==> src/rtl/video_timing_rx.sv <==
// Recovers per-pixel coordinates from a de/hs/vs/rgb stream, measures line and
// frame geometry, and reports lock once that geometry repeats frame after frame.
module video_timing_rx #(
    parameter logic        HS_POL         = 1'b1,
    parameter logic        VS_POL         = 1'b1,
    parameter int unsigned LOCK_FRAMES    = 3,
    parameter int unsigned TIMEOUT_CYCLES = 4096
) (
    input  logic        clk_in,
    input  logic        rst_n,
    input  logic        de,
    input  logic        hs,
    input  logic        vs,
    input  logic [2:0]  rgb,
    output logic        pixel_valid,
    output logic [2:0]  pixel_data,
    output logic [9:0]  x,
    output logic [9:0]  y,
    output logic        line_start,
    output logic        frame_start,
    output logic [15:0] h_total,
    output logic [15:0] h_active,
    output logic [15:0] v_total,
    output logic [15:0] v_active,
    output logic        locked
);
    localparam int unsigned CW = 10;
    localparam int unsigned MW = 16;
    localparam int unsigned SW = $clog2(TIMEOUT_CYCLES + 1);
    localparam int unsigned NW = 4;
    localparam logic [CW-1:0] C_MAX = '1;
    localparam logic [MW-1:0] M_MAX = '1;
    localparam logic [SW-1:0] S_LIM = SW'(TIMEOUT_CYCLES);
    localparam logic [NW-1:0] N_LIM = NW'(LOCK_FRAMES);

    typedef enum logic [1:0] {
        IDLE    = 2'd0,
        MEASURE = 2'd1,
        LOCKED  = 2'd2
    } state_t;

    function automatic logic [MW-1:0] sat_inc(input logic [MW-1:0] v);
        return (v == M_MAX) ? v : v + MW'(1);
    endfunction

    // previous input values used for edge detection
    logic de_q, de_d, hs_q, hs_d, vs_q, vs_d;
    // pixel outputs
    logic          pixel_valid_q, pixel_valid_d;
    logic [2:0]    pixel_data_q, pixel_data_d;
    logic [CW-1:0] x_q, x_d, y_q, y_d, ycnt_q, ycnt_d;
    logic          line_start_q, line_start_d, frame_start_q, frame_start_d;
    logic          seen_vs_q, seen_vs_d;
    // geometry measurement
    logic [MW-1:0] hcnt_q, hcnt_d, h_total_q, h_total_d;
    logic [MW-1:0] hact_q, hact_d, h_active_q, h_active_d;
    logic [MW-1:0] vcnt_q, vcnt_d, v_total_q, v_total_d;
    logic [MW-1:0] vact_q, vact_d, v_active_q, v_active_d;
    logic [SW-1:0] sil_q, sil_d;
    // lock tracking
    state_t          state_q, state_d;
    logic [NW-1:0]   match_q, match_d;
    logic            first_q, first_d;
    logic [4*MW-1:0] ref_q, ref_d;
    logic            locked_q, locked_d;

    logic            hs_edge, vs_edge, de_rise, de_fall, timeout;
    logic [4*MW-1:0] meas_set;

    // edges against the previous registered input values
    assign hs_edge = (hs == HS_POL) && (hs_q != HS_POL);
    assign vs_edge = (vs == VS_POL) && (vs_q != VS_POL);
    assign de_rise = de && !de_q;
    assign de_fall = !de && de_q;

    // next-state for pixel tracking, measurement counters and lock FSM
    always_comb begin
        de_d          = de;
        hs_d          = hs;
        vs_d          = vs;
        pixel_valid_d = de;
        pixel_data_d  = de ? rgb : 3'd0;
        x_d           = '0;
        ycnt_d        = ycnt_q;
        seen_vs_d     = seen_vs_q | vs_edge;
        hcnt_d        = hs_edge ? MW'(1) : sat_inc(hcnt_q);
        h_total_d     = h_total_q;
        hact_d        = hact_q;
        h_active_d    = h_active_q;
        vcnt_d        = hs_edge ? sat_inc(vcnt_q) : vcnt_q;
        v_total_d     = v_total_q;
        vact_d        = de_fall ? sat_inc(vact_q) : vact_q;
        v_active_d    = v_active_q;
        sil_d         = hs_edge ? '0 : ((sil_q == S_LIM) ? sil_q : sil_q + SW'(1));
        state_d       = state_q;
        match_d       = match_q;
        first_d       = first_q;
        ref_d         = ref_q;

        // line index: vs clears, a finished line advances (vs wins)
        if (vs_edge) begin
            ycnt_d = '0;
        end else if (de_fall && (ycnt_q != C_MAX)) begin
            ycnt_d = ycnt_q + CW'(1);
        end
        if (de) begin
            x_d = de_rise ? '0 : ((x_q == C_MAX) ? x_q : x_q + CW'(1));
        end
        y_d           = de ? ycnt_d : '0;
        line_start_d  = de_rise;
        frame_start_d = de_rise && (ycnt_d == '0) && seen_vs_d;

        if (hs_edge) begin
            h_total_d = hcnt_q;
        end
        if (de) begin
            hact_d = de_rise ? MW'(1) : sat_inc(hact_q);
        end
        if (de_fall) begin
            h_active_d = hact_q;
        end
        // a coincident hs/de event is counted in the frame that is ending
        if (vs_edge) begin
            v_total_d  = vcnt_d;
            v_active_d = vact_d;
            vcnt_d     = '0;
            vact_d     = '0;
        end

        meas_set = {h_total_d, h_active_d, v_total_d, v_active_d};
        timeout  = (sil_d == S_LIM);
        if (vs_edge) begin
            ref_d = meas_set;
        end

        case (state_q)
            IDLE: begin
                if (vs_edge) begin
                    state_d = MEASURE;
                    match_d = '0;
                    first_d = 1'b1;
                end
            end
            MEASURE: begin
                if (vs_edge) begin
                    first_d = 1'b0;
                    if (first_q) begin
                        match_d = NW'(1);
                    end else if (meas_set == ref_q) begin
                        match_d = match_q + NW'(1);
                    end else begin
                        match_d = '0;
                    end
                    if (match_d >= N_LIM) begin
                        state_d = LOCKED;
                    end
                end
            end
            LOCKED: begin
                if (vs_edge && (meas_set != ref_q)) begin
                    state_d = MEASURE;
                    match_d = '0;
                    first_d = 1'b0;
                end
            end
            default: state_d = IDLE;
        endcase

        if (timeout) begin
            state_d = IDLE;
            match_d = '0;
            first_d = 1'b0;
        end
        locked_d = (state_d == LOCKED);
    end

    // state registers
    always_ff @(posedge clk_in or negedge rst_n) begin
        if (!rst_n) begin
            de_q          <= 1'b0;
            hs_q          <= ~HS_POL;
            vs_q          <= ~VS_POL;
            pixel_valid_q <= 1'b0;
            pixel_data_q  <= '0;
            x_q           <= '0;
            y_q           <= '0;
            ycnt_q        <= '0;
            line_start_q  <= 1'b0;
            frame_start_q <= 1'b0;
            seen_vs_q     <= 1'b0;
            hcnt_q        <= '0;
            h_total_q     <= '0;
            hact_q        <= '0;
            h_active_q    <= '0;
            vcnt_q        <= '0;
            v_total_q     <= '0;
            vact_q        <= '0;
            v_active_q    <= '0;
            sil_q         <= '0;
            state_q       <= IDLE;
            match_q       <= '0;
            first_q       <= 1'b0;
            ref_q         <= '0;
            locked_q      <= 1'b0;
        end else begin
            de_q          <= de_d;
            hs_q          <= hs_d;
            vs_q          <= vs_d;
            pixel_valid_q <= pixel_valid_d;
            pixel_data_q  <= pixel_data_d;
            x_q           <= x_d;
            y_q           <= y_d;
            ycnt_q        <= ycnt_d;
            line_start_q  <= line_start_d;
            frame_start_q <= frame_start_d;
            seen_vs_q     <= seen_vs_d;
            hcnt_q        <= hcnt_d;
            h_total_q     <= h_total_d;
            hact_q        <= hact_d;
            h_active_q    <= h_active_d;
            vcnt_q        <= vcnt_d;
            v_total_q     <= v_total_d;
            vact_q        <= vact_d;
            v_active_q    <= v_active_d;
            sil_q         <= sil_d;
            state_q       <= state_d;
            match_q       <= match_d;
            first_q       <= first_d;
            ref_q         <= ref_d;
            locked_q      <= locked_d;
        end
    end

    assign pixel_valid = pixel_valid_q;
    assign pixel_data  = pixel_data_q;
    assign x           = x_q;
    assign y           = y_q;
    assign line_start  = line_start_q;
    assign frame_start = frame_start_q;
    assign h_total     = h_total_q;
    assign h_active    = h_active_q;
    assign v_total     = v_total_q;
    assign v_active    = v_active_q;
    assign locked      = locked_q;

endmodule

==> config.mk <==
export PLATFORM = sky130hd
export DESIGN_NAME = video_timing_rx
export DESIGN_NICKNAME = d
export VERILOG_FILES = /design/src/rtl/video_timing_rx.sv
export SDC_FILE = /design/constraint.sdc
export NUM_CORES = 1
export LEC_CHECK = 0
export CAP_MARGIN = 20
export CORE_AREA = 2 2 198 151
export DETAILED_ROUTE_END_ITERATION = 12
export DIE_AREA = 0 0 200 153
export GPL_ROUTABILITY_DRIVEN = 0
export PLACE_DENSITY = 0.62
export SLEW_MARGIN = 10
export SYNTH_ARGS = -nofsm -noshare
export SYNTH_HDL_FRONTEND = slang
export SYNTH_SLANG_ARGS = --single-unit
==> constraint.sdc <==
create_clock -name clk_in -period 5.1 [get_ports clk_in]
set_input_delay 0.51 -clock clk_in [delete_from_list [all_inputs] [get_ports clk_in]]
set_output_delay 0.51 -clock clk_in [all_outputs]
set_load 0.02 [all_outputs]
==> metrics.md, run 1 <==
| Metric | Value |
|---|---|
| Worst flop-to-flop path endpoint | locked |
| Pre-CTS setup slack | -0.0650 ns |
| Power Total | 5.07 mW |
| Number of vias in the routed layout | 10300 |
| DP Cell Count | 1815 |
| Min-delay worst type | input port to async pin |
| Max Cap Viol | 0 |
| Area leader, netlist | dfrtp_1 |
| Post-synthesis cell count | 1361 |
| IO Count | 99 |
| Top-area cell type share of the netlist area | 49.4% |
| Hold WS | -0.0551 ns |
| Post-synth cell types | 76 |
| # clock sinks | 252 |
| P_int | 3.64 mW |
| Vias per inst | 5.51 |
| Arrival time of the worst setup path | 5.04 ns |
| Async SR Flop Fraction | 100% |
| Total Routing Usage GR | 22.0% |
| Outcome | complete, but fails checks |
| Peak supply drop | 0.262 mV |
| Worst r2r src | vact_q[0] |
| Worst setup SP type | input port |
| Leakage | 6.83 nW |
| P&R area growth vs syn | 18.5% |
| Max Freq | 218 MHz |
| Hold_buf cts | 0 |
| Worst R2R Setup Slack | 0.70 ns |
| Detail Route Antenna Nets | 0 |
| First drt pass iteration count | 7 |
| Worst Skew | 0.0126 ns |
| Port-buffer cells | 98 |
| Synthesized area | 12800 µm² |
| Final Setup Violations | 0 |
| Register area share after synthesis | 49.4% |
| Overflow left after global routing | 0 |
| Placed cell area | 14200 µm² |
| Initial DRC Count | 914 |
| Worst-margin pin slew | 0.733 ns |
| Yosys warnings | 0 |
| Rel. slew slack | 51.1% |
| Vias in the first global route | 9879 |
| Worst setup margin | 0.509 ns |
| Fill cell count | 2680 |
| WL final | 33.1 mm |
| Syn Area/Cell | 9.39 µm² |
| Part of the power in combinational logic | 15.0% |
| Core ar. | 28700 µm² |
| Die width | 200 µm |
| Net count reported at finish | 1474 |
| Final Util | 52.7% |
| Worst Setup SP | de |
| Setup tns final | 0 ns |
| Power Density | 335 nW/µm² |
| CTS tree | yes |
| Reg power frac | 45.4% |
| Area contributors post-synth | dfrtp_1 49%, nor2_1 4.8%, nand2_1 4.5% |
| First-pass GRT wire length | 53.9 mm |
| Slew Viols, Final | 0 |
| Post-route DRC | 0 |
| Sw power | 1.43 mW |
| Share of cells above drive strength 1 | 6.59% |
| Post-Layout Inst Area | 15100 µm² |
| WL per Instance | 17.7 µm |
| Clock share of power | 39.6% |
| Die area | 30600 µm² |
| Final cell count without fillers | 1865 |
| CTS buffer count | 28 |
| RSZ-0062 raised after global routing | false |
| Initial antenna violation count | 0 |
| Kind of critical path | input port to flop |
| Dpl hpwl | 23.7 mm |
| Failing checks | negative hold slack |
| Final period util | 90.0% |
| Number of flops mapped to enable cells by yosys | 0 |
| Top FF cell, synth | dfrtp_1 |
| Worst Setup End Kind | flop |
| Clock tree buffer depth | 3 |
| Root Driver | clkbuf_16 |
| Flops & latches, synth | 252 |
| Clock Latency Late Sink | 0.55 ns |
| Clock transition at the registers of the reported paths | 0.06 ns |
| Worst-path fanout max | 27 |
| Post-synth net total | 1382 |
| Min cycle time layout | 4.59 ns |
| Antenna diode count | 0 |
| Critical path endpoint | locked |
| Initial Utilization | 44.5% |
| Req. time, crit path | 5.55 ns |
| H-tree depth | 1 |
| Final-report hold violation count | 25 |
| Largest net degree at the start of global routing | 117 |
| Height of the die | 153 µm |
| Cell row count | 54 |
| Reg2Reg Depth | 11 |
| Sw Ratio | 28.2% |
## layout make-up
type | count | area, µm² | area share, %
Inverter | 73 | 274 | 1.81
Sequential cell | 252 | 6310 | 41.7
Multi-Input combinational cell | 975 | 5970 | 39.4
Timing Repair Buffer | 123 | 1190 | 7.84
Clock buffer | 41 | 800 | 5.28
Clock inverter | 9 | 110 | 0.728
Tap cell | 392 | 490 | 3.24
## power by group through the flow
| stage | Clock, mW | Sequential, mW | Combinational (mW) |
|---|---|---|---|
| final | 2.01 | 2.30 | 0.761 |
| after global routing | 2.13 | 2.32 | 0.849 |
| after CTS | 2.06 | 2.30 | 0.766 |
| after detailed placement | 0 | 2.34 | 0.761 |
| after global placement | 0 | 2.33 | 0.752 |
| after floorplan | 0 | 2.33 | 0.432 |
## synthesized netlist by cell type, drive strengths merged (11+ instances only)
| master | count |
|---|---|
| nor2b | 19 |
| nand2b | 15 |
| o21ai | 75 |
| ha | 13 |
| and2 | 21 |
| nand4 | 34 |
| nor2 | 164 |
| a21oi | 44 |
| and3 | 32 |
| dfrtp | 252 |
| buf | 24 |
| inv | 73 |
| nand3 | 37 |
| xnor2 | 50 |
| a211oi | 11 |
| xor2 | 53 |
| mux2i | 30 |
| a21o | 12 |
| or3 | 22 |
| nand2 | 152 |
| nor3 | 25 |
| clkbuf | 37 |
| nor4 | 17 |
| a31oi | 20 |
## worst max-delay path, cell delays in order
cell and delay [ns]:
clkdlybuf4s50_1 0.68, nor2b_2 0.55, buf_4 0.40, a41oi_1 0.17, a2111oi_1 0.66, buf_4 0.22
nand4_1 0.08, nor4_1 0.52, o2111ai_1 0.38, or3_1 0.48, o22ai_1 0.17, nor4b_2 0.21
## cells in the final DEF, fill, tap and decap left out, drive strengths merged, types with 19 or more instances in the layout
| cell type | synthesis | routed |
|---|---|---|
| a31oi | 20 | 20 |
| a21oi | 44 | 44 |
| nand3 | 37 | 37 |
| nand4 | 34 | 34 |
| nor3 | 25 | 25 |
| nor2b | 19 | 19 |
| mux2i | 30 | 30 |
| clkdlybuf4s50 | 0 | 97 |
| nor2 | 164 | 164 |
| and2 | 21 | 21 |
| xnor2 | 50 | 50 |
| dfrtp | 252 | 252 |
| inv | 73 | 74 |
| and3 | 32 | 32 |
| clkbuf | 37 | 41 |
| o21ai | 75 | 75 |
| or3 | 22 | 22 |
| buf | 24 | 26 |
| nand2 | 152 | 152 |
| xor2 | 53 | 53 |
## layer usage
metal / part of all wire [%] / track usage, % / vias up
met3: 5.1 / 2.91 / 32
met2: 43 / 32.6 / 255
li1: - / - / 4952
met5: 0 / 0 / -
met4: 1.3 / 3.49 / 0
met1: 50 / 34.8 / 5041
## registers in the layout, summed over array words and instances (netlist names), 2 cells and up
register    cells
ref_q          64
match_q         4
h_total        16
hcnt_q         16
ycnt_q         10
v_total        16
vcnt_q         16
h_active       16
pixel_data      3
state_q         2
y              10
sil_q          13
hact_q         16
v_active       16
vact_q         16
x              10
## how the worst min path moves through the flow
stage	startpoint	endpoint
after floorplan	rst_n	first_q
after global placement	seen_vs_q	seen_vs_q
after detailed placement	seen_vs_q	seen_vs_q
after CTS	rst_n	ref_q[21]
after global routing	rst_n	ref_q[17]
final	rst_n	v_total[1]
## what timing repair did
action | in CTS | in global routing
hold endpoints to repair | 0 | 0
gates resized for setup | 0 | 1
setup buffers | 0 | 0
endpoints found under the setup margin | 0 | 1
## cells by family after synthesis
kind of cell               count (synthesis)  share of synthesized area (%)
and+or+nand+nor                          579                           22.7
DFF                                      252                           49.4
buffers and inverters                    134                           4.11
AOI/OAI and AO/OA                        248                           12.8
xor gates and xnor gates                 103                           7.12
muxes                                     32                           2.56
adders and majority gates                 13                           1.27
Note: power is estimated with default switching activity, not from simulation.
==> run 2: changes to the inputs <==
--- a/config.mk
+++ b/config.mk
@@ -5,12 +5,11 @@
 export SDC_FILE = /design/constraint.sdc
 export NUM_CORES = 1
 export LEC_CHECK = 0
-export CAP_MARGIN = 20
 export CORE_AREA = 2 2 198 151
 export DETAILED_ROUTE_END_ITERATION = 12
 export DIE_AREA = 0 0 200 153
 export GPL_ROUTABILITY_DRIVEN = 0
-export PLACE_DENSITY = 0.62
+export PLACE_DENSITY = 0.66
 export SLEW_MARGIN = 10
 export SYNTH_ARGS = -nofsm -noshare
 export SYNTH_HDL_FRONTEND = slang
==> metrics.md, run 2 (synthesis gave the netlist of run 1 again) <==
| Metric | Value |
|---|---|
| Final Setup Violations | 0 (unchanged) |
| Arrival time of the worst setup path | 4.83 ns (-0.21 ns) |
| Share of cells above drive strength 1 | 6.86% (+0.28 points) |
| Largest register by flop count | ref_q |
| Min-delay worst type | input port to async pin |
| Worst R2R Setup Slack | 0.71 ns (about the same) |
| Most common cell after layout, fill and taps aside | dfrtp_1 |
| Overflow left after global routing | 0 (unchanged) |
| H-tree depth | 1 (unchanged) |
| Req. time, crit path | 5.54 ns (about the same) |
| Clock transition at the registers of the reported paths | 0.06 ns (about the same) |
| Worst setup SP type | flop |
| Root Driver | clkbuf_16 |
| Clock share of power | 39.5% (about the same) |
| Vias per inst | 5.57 (+1.1%) |
| GR Util met2 | 32.9% (+0.31 points) |
| P_int | 3.65 mW (+0.33%) |
| Worst-path fanout max | 11 (-59%) |
| CTS buffer count | 27 (-3.6%) |
| Detail Route Antenna Nets | 0 (unchanged) |
| Initial antenna violation count | 0 (unchanged) |
| # clock sinks | 252 (unchanged) |
| Port-buffer cells | 98 (unchanged) |
| Met1 Track Usage GR | 34.9% (about the same) |
| RSZ-0062 raised after global routing | false |
| Max FFs per register | 64 (unchanged) |
| Reg power frac | 45.4% (about the same) |
| Height of the die | 153 µm (unchanged) |
| Kind of critical path | flop to flop |
| Hold_buf cts | 0 (unchanged) |
| Final-report hold violation count | 0 (-100%) |
| Critical path endpoint | locked |
| Worst Skew | 0.00903 ns (-0.00354 ns) |
| IO Count | 99 (unchanged) |
| Pre-CTS setup slack | 0.253 ns (+0.318 ns) |
| Fill cell count | 2605 (-2.8%) |
| Most frequent cells in the layout | 252 x dfrtp_1, 164 x nor2_1, 152 x nand2_1 |
| Worst-margin pin slew | 0.901 ns (+0.168 ns) |
| WL final | 33.7 mm (+1.9%) |
| Critical path buffers and inverters | 0 (-3) |
| Delay-heaviest family, CP | simple AND/OR/NAND/NOR gates |
| Worst flop-to-flop path endpoint | locked |
| Outcome | finished, final reports clean |
| Cell row count | 54 (unchanged) |
| Number of vias in the routed layout | 10400 (+1.0%) |
| Rel. slew slack | 39.9% (-11 points) |
| Leakage | 6.84 nW (+0.10%) |
| Part of the power in combinational logic | 15.1% (about the same) |
| Peak supply drop | 0.246 mV (-6.0%) |
| Power Density | 336 nW/µm² (+0.39%) |
| CTS tree | yes |
| Crit. path cell count | 10 (-2) |
| Worst Setup End Kind | flop |
| Max Cap Viol | 0 (unchanged) |
| Final period util | 86.0% (-4.0 points) |
| Dpl hpwl | 24.0 mm (+1.3%) |
| CP max stage cell | nor2b_2 |
| Initial DRC Count | 1005 (+10%) |
| First-pass GRT wire length | 55.3 mm (+2.6%) |
| Die area | 30600 µm² (unchanged) |
| WL per Instance | 18.1 µm (+1.9%) |
| Max Freq | 228 MHz (+4.7%) |
| Clock Latency Late Sink | 0.54 ns (about the same) |
| Sw power | 1.44 mW (+0.65%) |
| Worst setup margin | 0.714 ns (+0.205 ns) |
| Reg2Reg Depth | 10 (-1) |
| Min cycle time layout | 4.39 ns (-0.205 ns) |
| Total Routing Usage GR | 22.6% (+0.58 points) |
| Worst Setup SP | pixel_valid |
| Most used routing layer | met1 |
| Worst r2r src | pixel_valid |
| Slew Viols, Final | 0 (unchanged) |
| Vias in the first global route | 9905 (+0.26%) |
| Worst path max stage delay | 0.61 ns (-0.07 ns) |
| Antenna diode count | 0 (unchanged) |
| Setup Buffers After CTS | 0 (unchanged) |
| CP Cell Sequence | nor2b_2 > mux2i_1 > a22o_1 > a2111oi_0 > nand3_1 > nor4_1 > o2111ai_1 > or3_1 > o22ai_1 > nor4b_2 |
| Die width | 200 µm (unchanged) |
| Core ar. | 28700 µm² (unchanged) |
| Largest net degree at the start of global routing | 117 (unchanged) |
| P&R area growth vs syn | 18.5% (about the same) |
| Setup tns final | 0 ns (unchanged) |
| Initial Utilization | 44.5% (unchanged) |
| GR Util met3 | 4.08% (+1.2 points) |
| PostCTS Resize Cnt | 0 (unchanged) |
| First drt pass iteration count | 5 (-2) |
| Clock tree buffer depth | 3 (unchanged) |
| Net count reported at finish | 1473 (-0.068%) |
| Sw Ratio | 28.2% (+0.064 points) |
| Post-route DRC | 0 (unchanged) |
## run 2: metal layers
metal	wire (µm)	part of all wire, %
met4	797	2.4
met1	16200	48
met3	2050	6.1
met5	0	0
met2	14600	43
## run 2: worst min path at each step
stage	slack, ns	startpoint	endpoint	cells past startpoint
finish	0.02	rst_n	x[7]	1
global route	0.1	rst_n	x[7]	1
floorplan	0.21	rst_n	first_q	0
CTS	0.08	rst_n	x[7]	1
detailed placement	0.45	seen_vs_q	seen_vs_q	1
global placement	0.45	seen_vs_q	seen_vs_q	1
## run 2: area by class of cell
type | count | area, µm² | area share (%)
clock buffers | 35 | 756 | 4.99
clock inverters | 14 | 148 | 0.975
inverters | 73 | 274 | 1.81
multi-input cells | 975 | 5970 | 39.4
flip-flops and latches | 252 | 6310 | 41.7
well taps | 392 | 490 | 3.24
repair buffers | 123 | 1200 | 7.92
## run 2: per-stage QoR
step | utilization (%) | power, mW | hold WS (ns) | cells | area [µm²]
3_3_place_gp | 49.6 | 3.09 | 0.445 | 1815 | 14200
2_1_floorplan | - | 2.76 | 0.214 | 1361 | 12800
6_report | 52.7 | 5.09 | 0.0221 | 1864 | 15100
4_1_cts | 52.7 | 5.13 | 0.0848 | 1864 | 15100
5_1_grt | 52.7 | 5.32 | 0.0955 | 1864 | 15100
3_5_place_dp | 49.6 | 3.11 | 0.451 | 1815 | 14200
## run 2: power groups by stage
stage | Sequential, mW | Clock [mW] | Combinational, mW
after floorplan | 2.33 | 0 | 0.432
after global placement | 2.34 | 0 | 0.755
after detailed placement | 2.34 | 0 | 0.770
after CTS | 2.31 | 2.05 | 0.774
after global routing | 2.33 | 2.14 | 0.855
final | 2.31 | 2.01 | 0.769
## run 2: worst reg2reg max path: stages (launching register included)
cell,delay (ns)
dfrtp_1,0.56
nor2b_2,0.61
mux2i_1,0.23
a22o_1,0.29
a2111oi_0,0.46
nand3_1,0.24
nor4_1,0.61
o2111ai_1,0.39
or3_1,0.48
o22ai_1,0.20
nor4b_2,0.22
==> run 3: changes to the inputs <==
==> constraint.sdc (replaced) <==
create_clock -name clk_in -period 5.1 [get_ports clk_in]
set_input_delay 0.765 -clock clk_in [delete_from_list [all_inputs] [get_ports clk_in]]
set_output_delay 0.765 -clock clk_in [all_outputs]
set_load 0.02 [all_outputs]
==> metrics.md, run 3 (synthesis gave the netlist of run 1 again) <==
| Metric | Value |
|---|---|
| CP Cell Sequence | clkdlybuf4s50_1 > nor2b_4 > buf_4 > mux2i_1 > xnor2_1 > a2111oi_0 > nand4_1 > nor4_1 > o2111ai_1 > or3_1 > o22ai_1 > nor4b_2 |
| PostCTS Resize Cnt | 0 (unchanged) |
| Number of vias in the routed layout | 10300 (-0.80%) |
| Worst-path fanout max | 15 (+4) |
| Cell row count | 54 (unchanged) |
| Final period util | 84.8% (-1.2 points) |
| Vias per inst | 5.52 (-0.91%) |
| Req. time, crit path | 5.54 ns (about the same) |
| Delay-heaviest family, CP | simple AND/OR/NAND/NOR gates |
| Worst setup SP type | input port |
| Most common cell after layout, fill and taps aside | dfrtp_1 |
| Initial DRC Count | 954 (-5.1%) |
| Final Setup Violations | 0 (unchanged) |
| Outcome | finished, final reports clean |
| Die area | 30600 µm² (unchanged) |
| Setup tns final | 0 ns (unchanged) |
| Clock Latency Late Sink | 0.54 ns (about the same) |
| Final-report hold violation count | 0 (unchanged) |
| Power Total | 5.22 mW (+2.6%) |
| First-pass GRT wire length | 53.1 mm (-4.0%) |
| Min-delay worst type | input port to async pin |
| Max Cap Viol | 0 (unchanged) |
| Detail Route Antenna Nets | 0 (unchanged) |
| Total Routing Usage GR | 21.7% (-0.96 points) |
| Die width | 200 µm (unchanged) |
| Height of the die | 153 µm (unchanged) |
| WL per Instance | 17.6 µm (-2.6%) |
| Share of cells above drive strength 1 | 6.92% (+0.059 points) |
| Peak supply drop | 0.215 mV (-13%) |
| Net count reported at finish | 1475 (+0.14%) |
| CTS buffer count | 26 (-3.7%) |
| Largest net degree at the start of global routing | 118 (+0.85%) |
| IO Count | 99 (unchanged) |
| Placed cell area | 14300 µm² (+0.16%) |
| Vias in the first global route | 9562 (-3.5%) |
| # clock sinks | 252 (unchanged) |
| Critical path buffers and inverters | 2 (+2) |
| Kind of critical path | input port to flop |
| Final Util | 53.0% (+0.32 points) |
| Hold WS | 0.212 ns (+0.190 ns) |
| Clock transition at the registers of the reported paths | 0.07 ns (about the same) |
| Max FFs per register | 64 (unchanged) |
| CP max stage cell | clkdlybuf4s50_1 |
| Final cell count without fillers | 1866 (+0.11%) |
| Overflow left after global routing | 0 (unchanged) |
| RSZ-0062 raised after global routing | false |
| Worst-margin pin slew | 0.818 ns (-0.0831 ns) |
| Post-route DRC | 0 (unchanged) |
| Worst path max stage delay | 0.56 ns (-0.05 ns) |
| Power Density | 343 nW/µm² (+2.0%) |
| Root Driver | clkbuf_16 |
| Dpl hpwl | 23.6 mm (-1.5%) |
| Port-buffer cells | 98 (unchanged) |
| Clock tree buffer depth | 3 (unchanged) |
| Worst Skew | 0.0119 ns (+0.00291 ns) |
| Max Freq | 231 MHz (+1.4%) |
| Initial Utilization | 44.5% (unchanged) |
| Slew Viols, Final | 0 (unchanged) |
| Arrival time of the worst setup path | 4.77 ns (-0.06 ns) |
| Setup Buffers After CTS | 0 (unchanged) |
| Core ar. | 28700 µm² (unchanged) |
| Largest register by flop count | ref_q |
| Most frequent cells in the layout | 252 x dfrtp_1, 164 x nor2_1, 152 x nand2_1 |
| DP Cell Count | 1818 (+0.17%) |
| Worst Setup End Kind | flop |
| Min cycle time layout | 4.33 ns (-0.0601 ns) |
| Post-Layout Inst Area | 15200 µm² (+0.60%) |
| First drt pass iteration count | 6 (+1) |
| Antenna diode count | 0 (unchanged) |
| Hold_buf cts | 0 (unchanged) |
| Initial antenna violation count | 0 (unchanged) |
| WL final | 32.9 mm (-2.5%) |
| P&R area growth vs syn | 19.2% |
| Leakage | 6.88 nW (+0.54%) |
| Pre-CTS setup slack | 0.168 ns (-0.0847 ns) |
| Rel. slew slack | 45.3% (+5.4 points) |
| CTS tree | yes |
| Worst setup margin | 0.774 ns (+0.0601 ns) |
| H-tree depth | 1 (unchanged) |
==> run 3: report_power, final <==
group / total, mW / internal (mW) / leakage (nW) / switching (mW)
logic: 0.772 / 0.335 / 3.03 / 0.436
clock network: 2.15 / 1.34 / 0.478 / 0.807
registers: 2.30 / 2.13 / 3.37 / 0.171
total: 5.22 / 3.81 / 6.88 / 1.41
==> run 3: path summary, 6_finish.rpt <==
path,from,end,slack [ns],depth (start not counted)
max in group asynchronous,rst_n,y[2],3.74,2
max reg2reg,vact_q[0],locked,0.84,12
max,hs,locked,0.77,12
min,rst_n,x[7],0.21,1
min in group clk_in,seen_vs_q,seen_vs_q,0.47,1
min reg2reg,seen_vs_q,seen_vs_q,0.47,1
==> run 3: area by class of cell <==
| class | count | area (µm²) |
|---|---|---|
| fill | 2567 | 13500 |
| sequential | 252 | 6310 |
| multi-input combinational | 975 | 5970 |
| timing repair buffer | 126 | 1220 |
| clock buffer | 36 | 759 |
| tap | 392 | 490 |
| inverter | 73 | 274 |
| clock inverter | 12 | 213 |
==> run 3: worst reg2reg max path, delay by kind of cell, from the launching register on <==
kind                       cells  cell delay [ns]
adders and majority gates      1             0.31
xor gates and xnor gates       1             0.14
buffers and inverters          1             0.22
and+or+nand+nor                6             1.82
DFF                            1             0.57
AOI/OAI and AO/OA              3             1.11
==> run 3: layer usage <==
layer | wire length [µm] | track usage [%] | vias up
li1 | - | - | 4944
met1 | 16300 | 34.6 | 5014
met2 | 14100 | 30.8 | 304
met3 | 1820 | 3.24 | 42
met4 | 686 | 4.55 | 0
met5 | 0 | 0 | -
